==> config.mk <==
export PLATFORM = sky130hd
export DESIGN_NAME = multicycle_control
export DESIGN_NICKNAME = d
export VERILOG_FILES = /design/src/rtl/multicycle_control.sv
export SDC_FILE = /design/constraint.sdc
export NUM_CORES = 1
export LEC_CHECK = 0
export CAP_MARGIN = 10
export CORE_MARGIN = 3
export CORE_UTILIZATION = 44
export DETAILED_ROUTE_END_ITERATION = 10
export GPL_TIMING_DRIVEN = 0
export PLACE_DENSITY = 0.84
export SYNTH_ARGS = -nofsm -noshare
export SYNTH_HDL_FRONTEND = slang
export SYNTH_SLANG_ARGS = --single-unit
==> constraint.sdc <==
create_clock -name clk -period 2 [get_ports clk]
set_input_delay 0.4 -clock clk [delete_from_list [all_inputs] [get_ports clk]]
set_output_delay 0.4 -clock clk [all_outputs]
set_load 0.02 [all_outputs]
==> src/rtl/multicycle_control.sv <==
// Control FSM for the multi-cycle MIPS datapath (shared memory, IR, A/B/ALUOut/MDR, one ALU).
// Each instruction is sequenced through fetch, decode, execute, memory and write-back.
// The mem_ready handshake stalls FETCH, MEMRD and MEMWR on slow memory.
//
// Ports:
//   clk, rst        rising-edge clock, synchronous active-high reset
//   op              IR[31:26], sampled in DECODE and MEMADR only
//   mem_ready       memory access completes this cycle
//   mem_req, IorD, IRWrite, PCWrite, PCWriteCond, PCSource, MemWrite,
//   MemtoReg, RegDst, RegWrite, ALUSrcA, ALUSrcB, ALU_op, R_type
//                   datapath controls, decoded from the current state
//   instr_done      one-cycle pulse when an instruction retires
//   state           current state code, for debug
module multicycle_control (
  input  logic       clk,
  input  logic       rst,
  input  logic [5:0] op,
  input  logic       mem_ready,
  output logic       mem_req,
  output logic       IorD,
  output logic       IRWrite,
  output logic       PCWrite,
  output logic       PCWriteCond,
  output logic [1:0] PCSource,
  output logic       MemWrite,
  output logic       MemtoReg,
  output logic       RegDst,
  output logic       RegWrite,
  output logic       ALUSrcA,
  output logic [1:0] ALUSrcB,
  output logic [2:0] ALU_op,
  output logic       R_type,
  output logic       instr_done,
  output logic [3:0] state
);

  localparam logic [5:0] OP_RTYPE = 6'b000000;
  localparam logic [5:0] OP_LW    = 6'b100011;
  localparam logic [5:0] OP_SW    = 6'b101011;
  localparam logic [5:0] OP_BEQ   = 6'b000100;
  localparam logic [5:0] OP_LUI   = 6'b001111;
  localparam logic [5:0] OP_J     = 6'b000010;

  typedef enum logic [3:0] {
    S_FETCH  = 4'd0,
    S_DECODE = 4'd1,
    S_MEMADR = 4'd2,
    S_MEMRD  = 4'd3,
    S_MEMWB  = 4'd4,
    S_MEMWR  = 4'd5,
    S_EXEC   = 4'd6,
    S_RWB    = 4'd7,
    S_BRANCH = 4'd8,
    S_JUMP   = 4'd9,
    S_LUIEX  = 4'd10,
    S_LUIWB  = 4'd11
  } state_t;

  state_t state_q;

  assign state = state_q;

  // State register with next-state selection
  always_ff @(posedge clk) begin
    if (rst) begin
      state_q <= S_FETCH;
    end else begin
      case (state_q)
        S_FETCH:  if (mem_ready) state_q <= S_DECODE;
        S_DECODE: begin
          case (op)
            OP_LW, OP_SW: state_q <= S_MEMADR;
            OP_RTYPE:     state_q <= S_EXEC;
            OP_BEQ:       state_q <= S_BRANCH;
            OP_J:         state_q <= S_JUMP;
            OP_LUI:       state_q <= S_LUIEX;
            default:      state_q <= S_FETCH;
          endcase
        end
        S_MEMADR: state_q <= (op == OP_LW) ? S_MEMRD : S_MEMWR;
        S_MEMRD:  if (mem_ready) state_q <= S_MEMWB;
        S_MEMWB:  state_q <= S_FETCH;
        S_MEMWR:  if (mem_ready) state_q <= S_FETCH;
        S_EXEC:   state_q <= S_RWB;
        S_RWB:    state_q <= S_FETCH;
        S_BRANCH: state_q <= S_FETCH;
        S_JUMP:   state_q <= S_FETCH;
        S_LUIEX:  state_q <= S_LUIWB;
        S_LUIWB:  state_q <= S_FETCH;
        default:  state_q <= S_FETCH;
      endcase
    end
  end

  // Moore decode; rst forces every strobe low so an aborted instruction writes nothing
  always_comb begin
    mem_req     = 1'b0;
    IorD        = 1'b0;
    IRWrite     = 1'b0;
    PCWrite     = 1'b0;
    PCWriteCond = 1'b0;
    PCSource    = 2'b00;
    MemWrite    = 1'b0;
    MemtoReg    = 1'b0;
    RegDst      = 1'b0;
    RegWrite    = 1'b0;
    ALUSrcA     = 1'b0;
    ALUSrcB     = 2'b00;
    ALU_op      = 3'b000;
    R_type      = 1'b0;
    instr_done  = 1'b0;
    if (!rst) begin
      case (state_q)
        S_FETCH: begin
          mem_req = 1'b1;
          ALUSrcB = 2'b01;
          IRWrite = mem_ready;
          PCWrite = mem_ready;
        end
        S_DECODE: begin
          ALUSrcB = 2'b11;
          // Unsupported opcodes retire here as a NOP
          case (op)
            OP_LW, OP_SW, OP_RTYPE, OP_BEQ, OP_J, OP_LUI: instr_done = 1'b0;
            default:                                      instr_done = 1'b1;
          endcase
        end
        S_MEMADR: begin
          ALUSrcA = 1'b1;
          ALUSrcB = 2'b10;
        end
        S_MEMRD: begin
          mem_req = 1'b1;
          IorD    = 1'b1;
        end
        S_MEMWB: begin
          RegWrite   = 1'b1;
          MemtoReg   = 1'b1;
          instr_done = 1'b1;
        end
        S_MEMWR: begin
          // MemWrite held through the stall; retire on the completing cycle
          mem_req    = 1'b1;
          IorD       = 1'b1;
          MemWrite   = 1'b1;
          instr_done = mem_ready;
        end
        S_EXEC: begin
          ALUSrcA = 1'b1;
          R_type  = 1'b1;
        end
        S_RWB: begin
          RegWrite   = 1'b1;
          RegDst     = 1'b1;
          instr_done = 1'b1;
        end
        S_BRANCH: begin
          ALUSrcA     = 1'b1;
          ALU_op      = 3'b100;
          PCWriteCond = 1'b1;
          PCSource    = 2'b01;
          instr_done  = 1'b1;
        end
        S_JUMP: begin
          PCWrite    = 1'b1;
          PCSource   = 2'b10;
          instr_done = 1'b1;
        end
        S_LUIEX: begin
          ALUSrcA = 1'b1;
          ALUSrcB = 2'b10;
          ALU_op  = 3'b110;
        end
        S_LUIWB: begin
          RegWrite   = 1'b1;
          instr_done = 1'b1;
        end
        default: begin
          mem_req = 1'b0;
        end
      endcase
    end
  end

endmodule

Word-level counts from Yosys, hierarchy flattened
Cells that the tools add are included.
{"block": "totals", "output_inout_bits": 23, "input_bits": 9, "ff_bits": 4, "elab_cells": 68}
{"block": "classes", "muxes": 37, "reduce_logical": 11, "n_eq_ne": 19}
{"operator": "one-hot mux 4 bit (7 select lines)", "count": 1}
{"operator": "two-way mux 1 bit", "count": 23}
{"operator": "one-hot mux 4 bit (5 select lines)", "count": 1}
{"operator": "equality test 4 x 3 -> 1 bit, second input constant", "count": 4}
{"operator": "equality test 4 bit, second input constant", "count": 4}
{"operator": "equality test 6 bit, second input constant", "count": 2}
{"operator": "two-way mux 4 bit", "count": 3}
{"operator": "equality test 4 x 2 -> 1 bit, second input constant", "count": 2}
{"operator": "equality test 6 x 2 -> 1 bit, second input constant", "count": 1}
{"operator": "equality test 6 x 3 -> 1 bit, second input constant", "count": 1}
{"operator": "equality test 6 x 4 -> 1 bit, second input constant", "count": 1}
{"operator": "zero test 6 bit", "count": 1}
{"operator": "two-way mux 3 bit", "count": 2}
{"operator": "inequality test 2 bit, second input constant", "count": 3}
{"operator": "one-hot mux 2 bit (3 select lines)", "count": 1}
{"operator": "one-hot mux 3 bit (2 select lines)", "count": 1}
{"operator": "OR reduction 2 bit", "count": 3}
{"operator": "OR reduction 3 bit", "count": 2}
{"operator": "OR reduction 6 bit", "count": 1}
{"operator": "OR reduction 5 bit", "count": 1}
{"operator": "equality test 4 x 1 -> 1 bit, second input constant", "count": 1}
{"operator": "zero test 4 bit", "count": 1}
{"operator": "two-way mux 2 bit", "count": 2}
{"operator": "one-hot mux 2 bit (2 select lines)", "count": 1}
{"operator": "4 further kinds", "count": 4}

Longest topological paths before layout
{"block": "logic_depth", "ltp_word": 5, "mapped_depth": 6, "depth_no_buf": 4}

Worst setup path after synthesis
No wires, ideal clock.
{"block": "synth_path", "path_type": "register to output", "start": "register state_q[0] (netlist: state[0])", "end": "output port PCSource[0]", "slack_ps": -318, "arrival_time_ps": 1918, "required_ps": 1600, "n_path_buf": 3, "path_stages_with_launch": 6, "path_cell_list": "dfxtp_1 > buf_4 > buf_4 > nor4b_2 > nor2b_1 > buf_4"}
{"block": "synth_via", "elab_chain_cells": 3, "word_cells_on_any_way": 4, "classes_between": "eq/ne (2); mux (2)"}
{"element": "start, declared", "line_no": "59", "rtl": "state_t state_q;"}
{"element": "start signal, assigned", "line_no": "80", "rtl": "S_MEMADR: state_q <= (op == OP_LW) ? S_MEMRD : S_MEMWR;"}
{"element": "equality test 4 bit", "line_no": "113", "rtl": "case (state_q)"}
{"element": "one-hot mux 2 bit (2 select lines) *", "line_no": "113"}
{"element": "two-way mux 2 bit *", "line_no": "112", "rtl": "if (!rst) begin"}
{"element": "end, declared", "line_no": "24", "rtl": "output logic [1:0] PCSource,"}
Mark *: on every way between the ends. The rest lies on a longest branch, timed or not.

Final worst setup path
{"block": "layout_path", "start": "input port mem_ready", "end": "output port PCWrite"}
{"block": "layout_via", "elab_chain_cells": 2}
{"element": "start, declared", "line_no": "18", "rtl": "input logic mem_ready,"}
{"element": "one-hot mux 1 bit (2 select lines)", "line_no": "113"}
{"element": "two-way mux 1 bit", "line_no": "112"}
{"element": "end, declared", "line_no": "22", "rtl": "output logic PCWrite,"}
Every way passes these cells.

==> flow_summary.toml <==
[pwr]
vdd_ir_drop_max_uv = 365.3
power.total_mw = 0.3145
p_leak_nw = 0.4785
power_per_cell_area_nw_per_um2 = 299.9

[sta]
hold_viol = 0
layout_worst_path_cycle_share = 0.9767
setup-violations-final = 0
finalCriticalPeriod_ns = 1.953
setup_total_negative_slack_ns = 0
rsz0062_at_grt = "yes"
final.setup_skew_ns = 0.0001927
fmaxAchievable_mhz = 511.9
timing_max_transition_violations_final = 0

[cts]
clkSinkCount = 4
tritoncts = "done"
cts_root_buffer = "clkbuf_4"
h_tree_depth_reported_by_cts = 1
worst_skew_pair.late_latency_ns = 0.23
clkTransAtPathRegs_ns = 0.04
tritoncts.num_buffers = 3
clockBufferDepth = 2
hold_buffers = 0

[route]
routed_wl_um = 2031
drc = 0
met2_length_um = 1042
routedWlPerCell_um = 13.91
drt_pre_antenna_iters = 4
avgViaCountPerCell = 6.096
drtAntennaViolNets = 0
route.met3.wl_um = 175
drt_iter0_markers = 27
met1Wirelength_um = 796
routed-via-count = 890
top_signal_layer_used = "met4"

[logic_synthesis]
proportion_of_register_bits_with_asynchronous_set_or_reset_after_synthesis = 0
ys_seq_elements = 4
synthDistinctLibCells = 45
syn-instance-count = 101
synth_edf_count = 0
syn_std_cell_area_um2 = 710.7
post_synth_main_area_contributors = "dfxtp_1 (11%), nor2_1 (6.9%), buf_4 (6.3%), nor2b_1 (5.3%), nor4_1 (4.4%)"
syn_area_per_cell_um2 = 7.036
syn-num-nets = 110
most_instantiated_cells_after_synthesis = "nor2_1 (13), nand2_1 (8), buf_4 (6), nor2b_1 (6), nor4_1 (5)"
synth.yosys.warnings = 0
synth_largest_type_area_fraction = 0.1127
synth_seq_area_share = 0.1127
yosys.cell_count.top_type = "nor2_1"
netlist.top_cell.by_area = "dfxtp_1"
ys_dominant_reg_cell = "dfxtp_1"

[layout]
final_layout_net_count = 142
final.fill_count = 110
final_core_utilization = 0.7496
largest_reg_flops = 4
area.growth.synth_to_final_pct = 47.54
antenna_cells = 0
layout-drive-gt1-share = 0.3359

[placed_design]
io_buffer_count = 28
routability_congestion_estimate_from_global_placement = 0.8522
hpwl_um = 1556

[setup_path]
cp-end-kind = "primary output"
timing_worst_setup_path_type = "primary input to primary output"
cp.arrival_ns = 1.55
cp.required_ns = 1.60
path_max_fanout = 5
critical_path.startpoint_type = "primary input"

[die]
dieWidth_um = 46.19
coreArea_um2 = 1399
die_h_um = 46.19
floorplan.rows = 13
starting_density = 0.5081
die_area_um2 = 2134
boundary_pins = 32

[grt]
grt_first_pass_wirelength_um = 3125
largest_net_degree_at_the_start_of_global_routing = 11
gr-total-overflow = 0
vias_in_the_first_global_route = 740
antenna_found_initial = 0
track_usage = 0.1975

[worst_hold_path]
timing.hold.worst.class = "primary input to register"

[flow_run]
timing.max_cap.violations = 0

[status]
outcome = "finished, final reports clean"
==> critical path, stage by stage <==
cell and delay (ns):
dlygate4sd2_1 0.29, nor2b_1 0.17, and3_1 0.18, or2_1 0.19
dlygate4sd2_1 0.32
==> final timing paths <==
kind	from	endpoint	slack [ns]	cells after the start
hold reg to reg	state[2]$_SDFFE_PP0P_	state[1]$_SDFFE_PP0P_	0.66	2
setup reg to reg	state[3]$_SDFFE_PP0P_	state[1]$_SDFFE_PP0P_	0.68	5
hold / removal	op[1]	state[2]$_SDFFE_PP0P_	0.56	3
setup / recovery	mem_ready	PCWrite	0.05	5
==> placed cells by master, fill, tap and decap left out, drive strengths merged, types with 2 or more instances in the layout <==
master,count
xor2,2
xnor2,2
a31oi,2
nor4,5
nor3b,3
clkbuf,13
nor3,4
buf,13
o22ai,3
nand2,9
nand4,2
and3,3
clkdlybuf4s15,3
dfxtp,4
nor2,14
a211oi,2
o21ai,3
dlygate4sd2,9
a21oi,4
nor4b,2
clkdlybuf4s50,4
nor2b,6
==> where the power goes <==
part / total (mW) / leakage, nW / internal (mW) / switching, mW
clock: 0.0957 / 0.0138 / 0.0669 / 0.0288
sequential: 0.0887 / 0.0333 / 0.0830 / 0.00569
combinational: 0.130 / 0.431 / 0.0554 / 0.0746
total: 0.314 / 0.479 / 0.205 / 0.109
==> cell type report <==
| class | instances | area [um^2] | share of cell area |
|---|---|---|---|
| buffer | 12 | 98.84 | 0.09427 |
| multi-input combinational | 83 | 598.1 | 0.5704 |
| timing repair buffer | 28 | 224.0 | 0.2136 |
| tap | 15 | 18.77 | 0.01790 |
| clock buffer | 3 | 22.52 | 0.02148 |
| sequential | 4 | 82.58 | 0.07876 |
| inverter | 1 | 3.754 | 0.003580 |
==> metal layers <==
layer | vias up | GRT usage
met2 | 55 | 0.3626
met5 | - | 0
met1 | 400 | 0.2230
met3 | 2 | 0.03125
li1 | 433 | -
met4 | 0 | 0.07386
==> timing repair <==
item | 4_1_cts | 5_1_grt
pin swaps | 2 | 1
setup buffers | 0 | 0
cloned | 0 | 0
hold endpoints to repair | 0 | 0
endpoints found under the setup margin | 18 | 10
gates resized for setup | 49 | 29
==> metrics by stage <==
step	instances	area (um^2)	hold WS [ns]	worst slack [ns]
finish	146	1049	0.5601	0.04665
floorplan	101	733.2	0.5819	0.01068
detailed placement	144	1032	0.7052	-0.7575
CTS	147	1045	0.5502	-0.02433
global route	146	1049	0.5697	-0.002174
global placement	144	1032	0.7018	-0.6810
==> kinds of logic (layout without fill, tap and decap cells) <==
family / after synthesis / after routing / share of synthesized area
muxes: 1 / 1 / 0.01409
and+or+nand+nor: 55 / 55 / 0.4525
xor gates and xnor gates: 4 / 4 / 0.04930
DFF: 4 / 4 / 0.1127
AOI/OAI and AO/OA: 22 / 22 / 0.2342
other: 1 / 1 / 0.005277
buffers and inverters: 14 / 44 / 0.1320
Note: power is estimated with default switching activity, not from simulation.
==> variant (same flow settings) <==
Reset style: asynchronous (`rst`), changed in one clocked block. Comments in the files are not updated.
--- a/src/rtl/multicycle_control.sv
+++ b/src/rtl/multicycle_control.sv
@@ -62,5 +62,5 @@
 
   // State register with next-state selection
-  always_ff @(posedge clk) begin
+  always_ff @(posedge clk or posedge rst) begin
     if (rst) begin
       state_q <= S_FETCH;
Function: differs if rst is asserted again (counterexample within 4 cycles, from zero or initial values and one cycle with rst high); with rst held inactive, the same outputs for 10 cycles.
==> variant against the unedited design <==
Critical path type is now reg2out. Sequential cell count unchanged. Routed wire length increased by 24%. The run now ends with setup timing left. Hold slack got worse by 0.15 ns. Register-to-register slack got worse by 0.13 ns. Highest routed layer unchanged. Synthesized area decreased by 7.7%. Design area increased by 1.9%. Non-clock buffer count increased by 3. Sequential share of layout area increased by 1.7 points. Setup slack got worse by 0.081 ns.
Power is not compared: it rests on default switching activity, and its combinational part moved more than twofold at a synthesized area within 25%.
==> variant: results (changes against the unedited design) <==
Place
  – DP HPWL: 1640 µm (was 1560 µm)
  – IO Port Bufs: 30 (was 28)
  – Gpl congestion: 0.887 (was 0.852)
  – Pre-CTS setup slack: -0.734 ns (was -0.758 ns)

Outcome
  – Violations in the final reports: setup timing
  – Status: complete, but fails checks (was complete, no violations)

Critical path
  – Worst reg-to-reg setup slack: 0.55 ns (was 0.68 ns)
  – R2r worst-path depth: 6 (was 5)
  – Reg-to-Reg End: state[2] (was state[1])
  – Worst EP arrival: 1.63 ns (was 1.55 ns)

Timing
  – Hold Slack: 0.415 ns (was 0.560 ns)
  – Setup TNS: -0.0343 ns (was 0 ns)
  – Final WS setup: -0.0343 ns (was 0.0466 ns)
  – Final setup fails: 1 (was 0)

Cells and area
  – Final cell count without fillers: 150 (was 146)
  – Share of cells above drive strength 1: 42.2% (was 33.6%)
  – Final core occ: 79.1% (was 75.0%)
  – Number of fillers in the final layout: 101 (was 110)

Worst hold path
  – Worst Hold Class: in2async (was in2reg)

Synth
  – Synth cell types: 36 (was 45)
  – Synth Net Count: 108 (was 110)
  – Top cells by count, synth: 18 x nor2_1, 15 x nor3_1, 7 x nand2_1, 6 x buf_2, 5 x a21oi_1 (was 13 x nor2_1, 8 x nand2_1, 6 x buf_4, 6 x nor2b_1, 5 x nor4_1)
  – Top cells by area, synth: dfrtp_1 15%, nor3_1 11%, nor2_1 10% (was dfxtp_1 11%, nor2_1 6.9%, buf_4 6.3%)
  – Syn Inst Count: 99 (was 101)

Global route
  – Vias in the first global route: 839 (was 740)
  – GRT Overall Usage: 26.0% (was 19.7%)
  – First-pass GRT wire length: 3740 µm (was 3130 µm)

Drt
  – Via count: 936 (was 890)
  – Initial DRC count: 52 (was 27)
  – Routed len/inst: 16.8 µm (was 13.9 µm)
-- variant: logic make-up (layout without fill, tap and decap cells) --
kind of cell | after synthesis | in the layout | synth area share (%)
xor gates and xnor gates | 2 | 2 | 2.67
AOI/OAI and AO/OA | 18 | 18 | 17.7
muxes | 4 | 4 | 6.49
buffers and inverters | 14 | 50 | 12.6
other | 1 | 1 | 0.572
DFF | 4 | 4 | 15.3
and+or+nand+nor | 56 | 56 | 44.7
-- variant: timing repair --
action | CTS | global route
gates cloned | 0 | 0
pin swaps | 5 | 5
buffers inserted | 4 | 0
setup endpoints to repair | 18 | 18
gates resized for setup | 77 | 45
-- variant: layout make-up --
cell class	instances	share of cell area, %
multi-input combinational	81	52.3
timing repair buffer	34	24.0
sequential	4	9.60
buffer	9	8.55
clock buffer	4	2.46
tap	15	1.76
inverter	3	1.29
-- variant: worst max-delay path by stage --
stage / endpoint
2_1_floorplan: PCWrite
3_3_place_gp: instr_done
3_5_place_dp: ALU_op[2]
4_1_cts: PCWrite
5_1_grt: PCWrite
6_report: PCWrite
-- variant: power breakdown --
| group | internal (mW) | switching, mW | total [mW] | leakage, nW |
|---|---|---|---|---|
| registers | 0.0881 | 0.00576 | 0.0938 | 0.0508 |
| logic | 0.141 | 0.180 | 0.320 | 0.436 |
| clock network | 0.0755 | 0.0425 | 0.118 | 0.0150 |
| total | 0.304 | 0.228 | 0.532 | 0.501 |
-- variant: metal layers --
metal | track usage [%] | routed length (µm)
met3 | 1.22 | 183
met1 | 30.7 | 923
met4 | 21.1 | 174
met5 | 0 | 0
met2 | 42.7 | 1240
-- variant: critical path: stages (launching register included) --
cell and delay, ns:
dfrtp_2 0.41, or3_4 0.41, nor4b_4 0.29, or2_4 0.16
buf_6 0.11
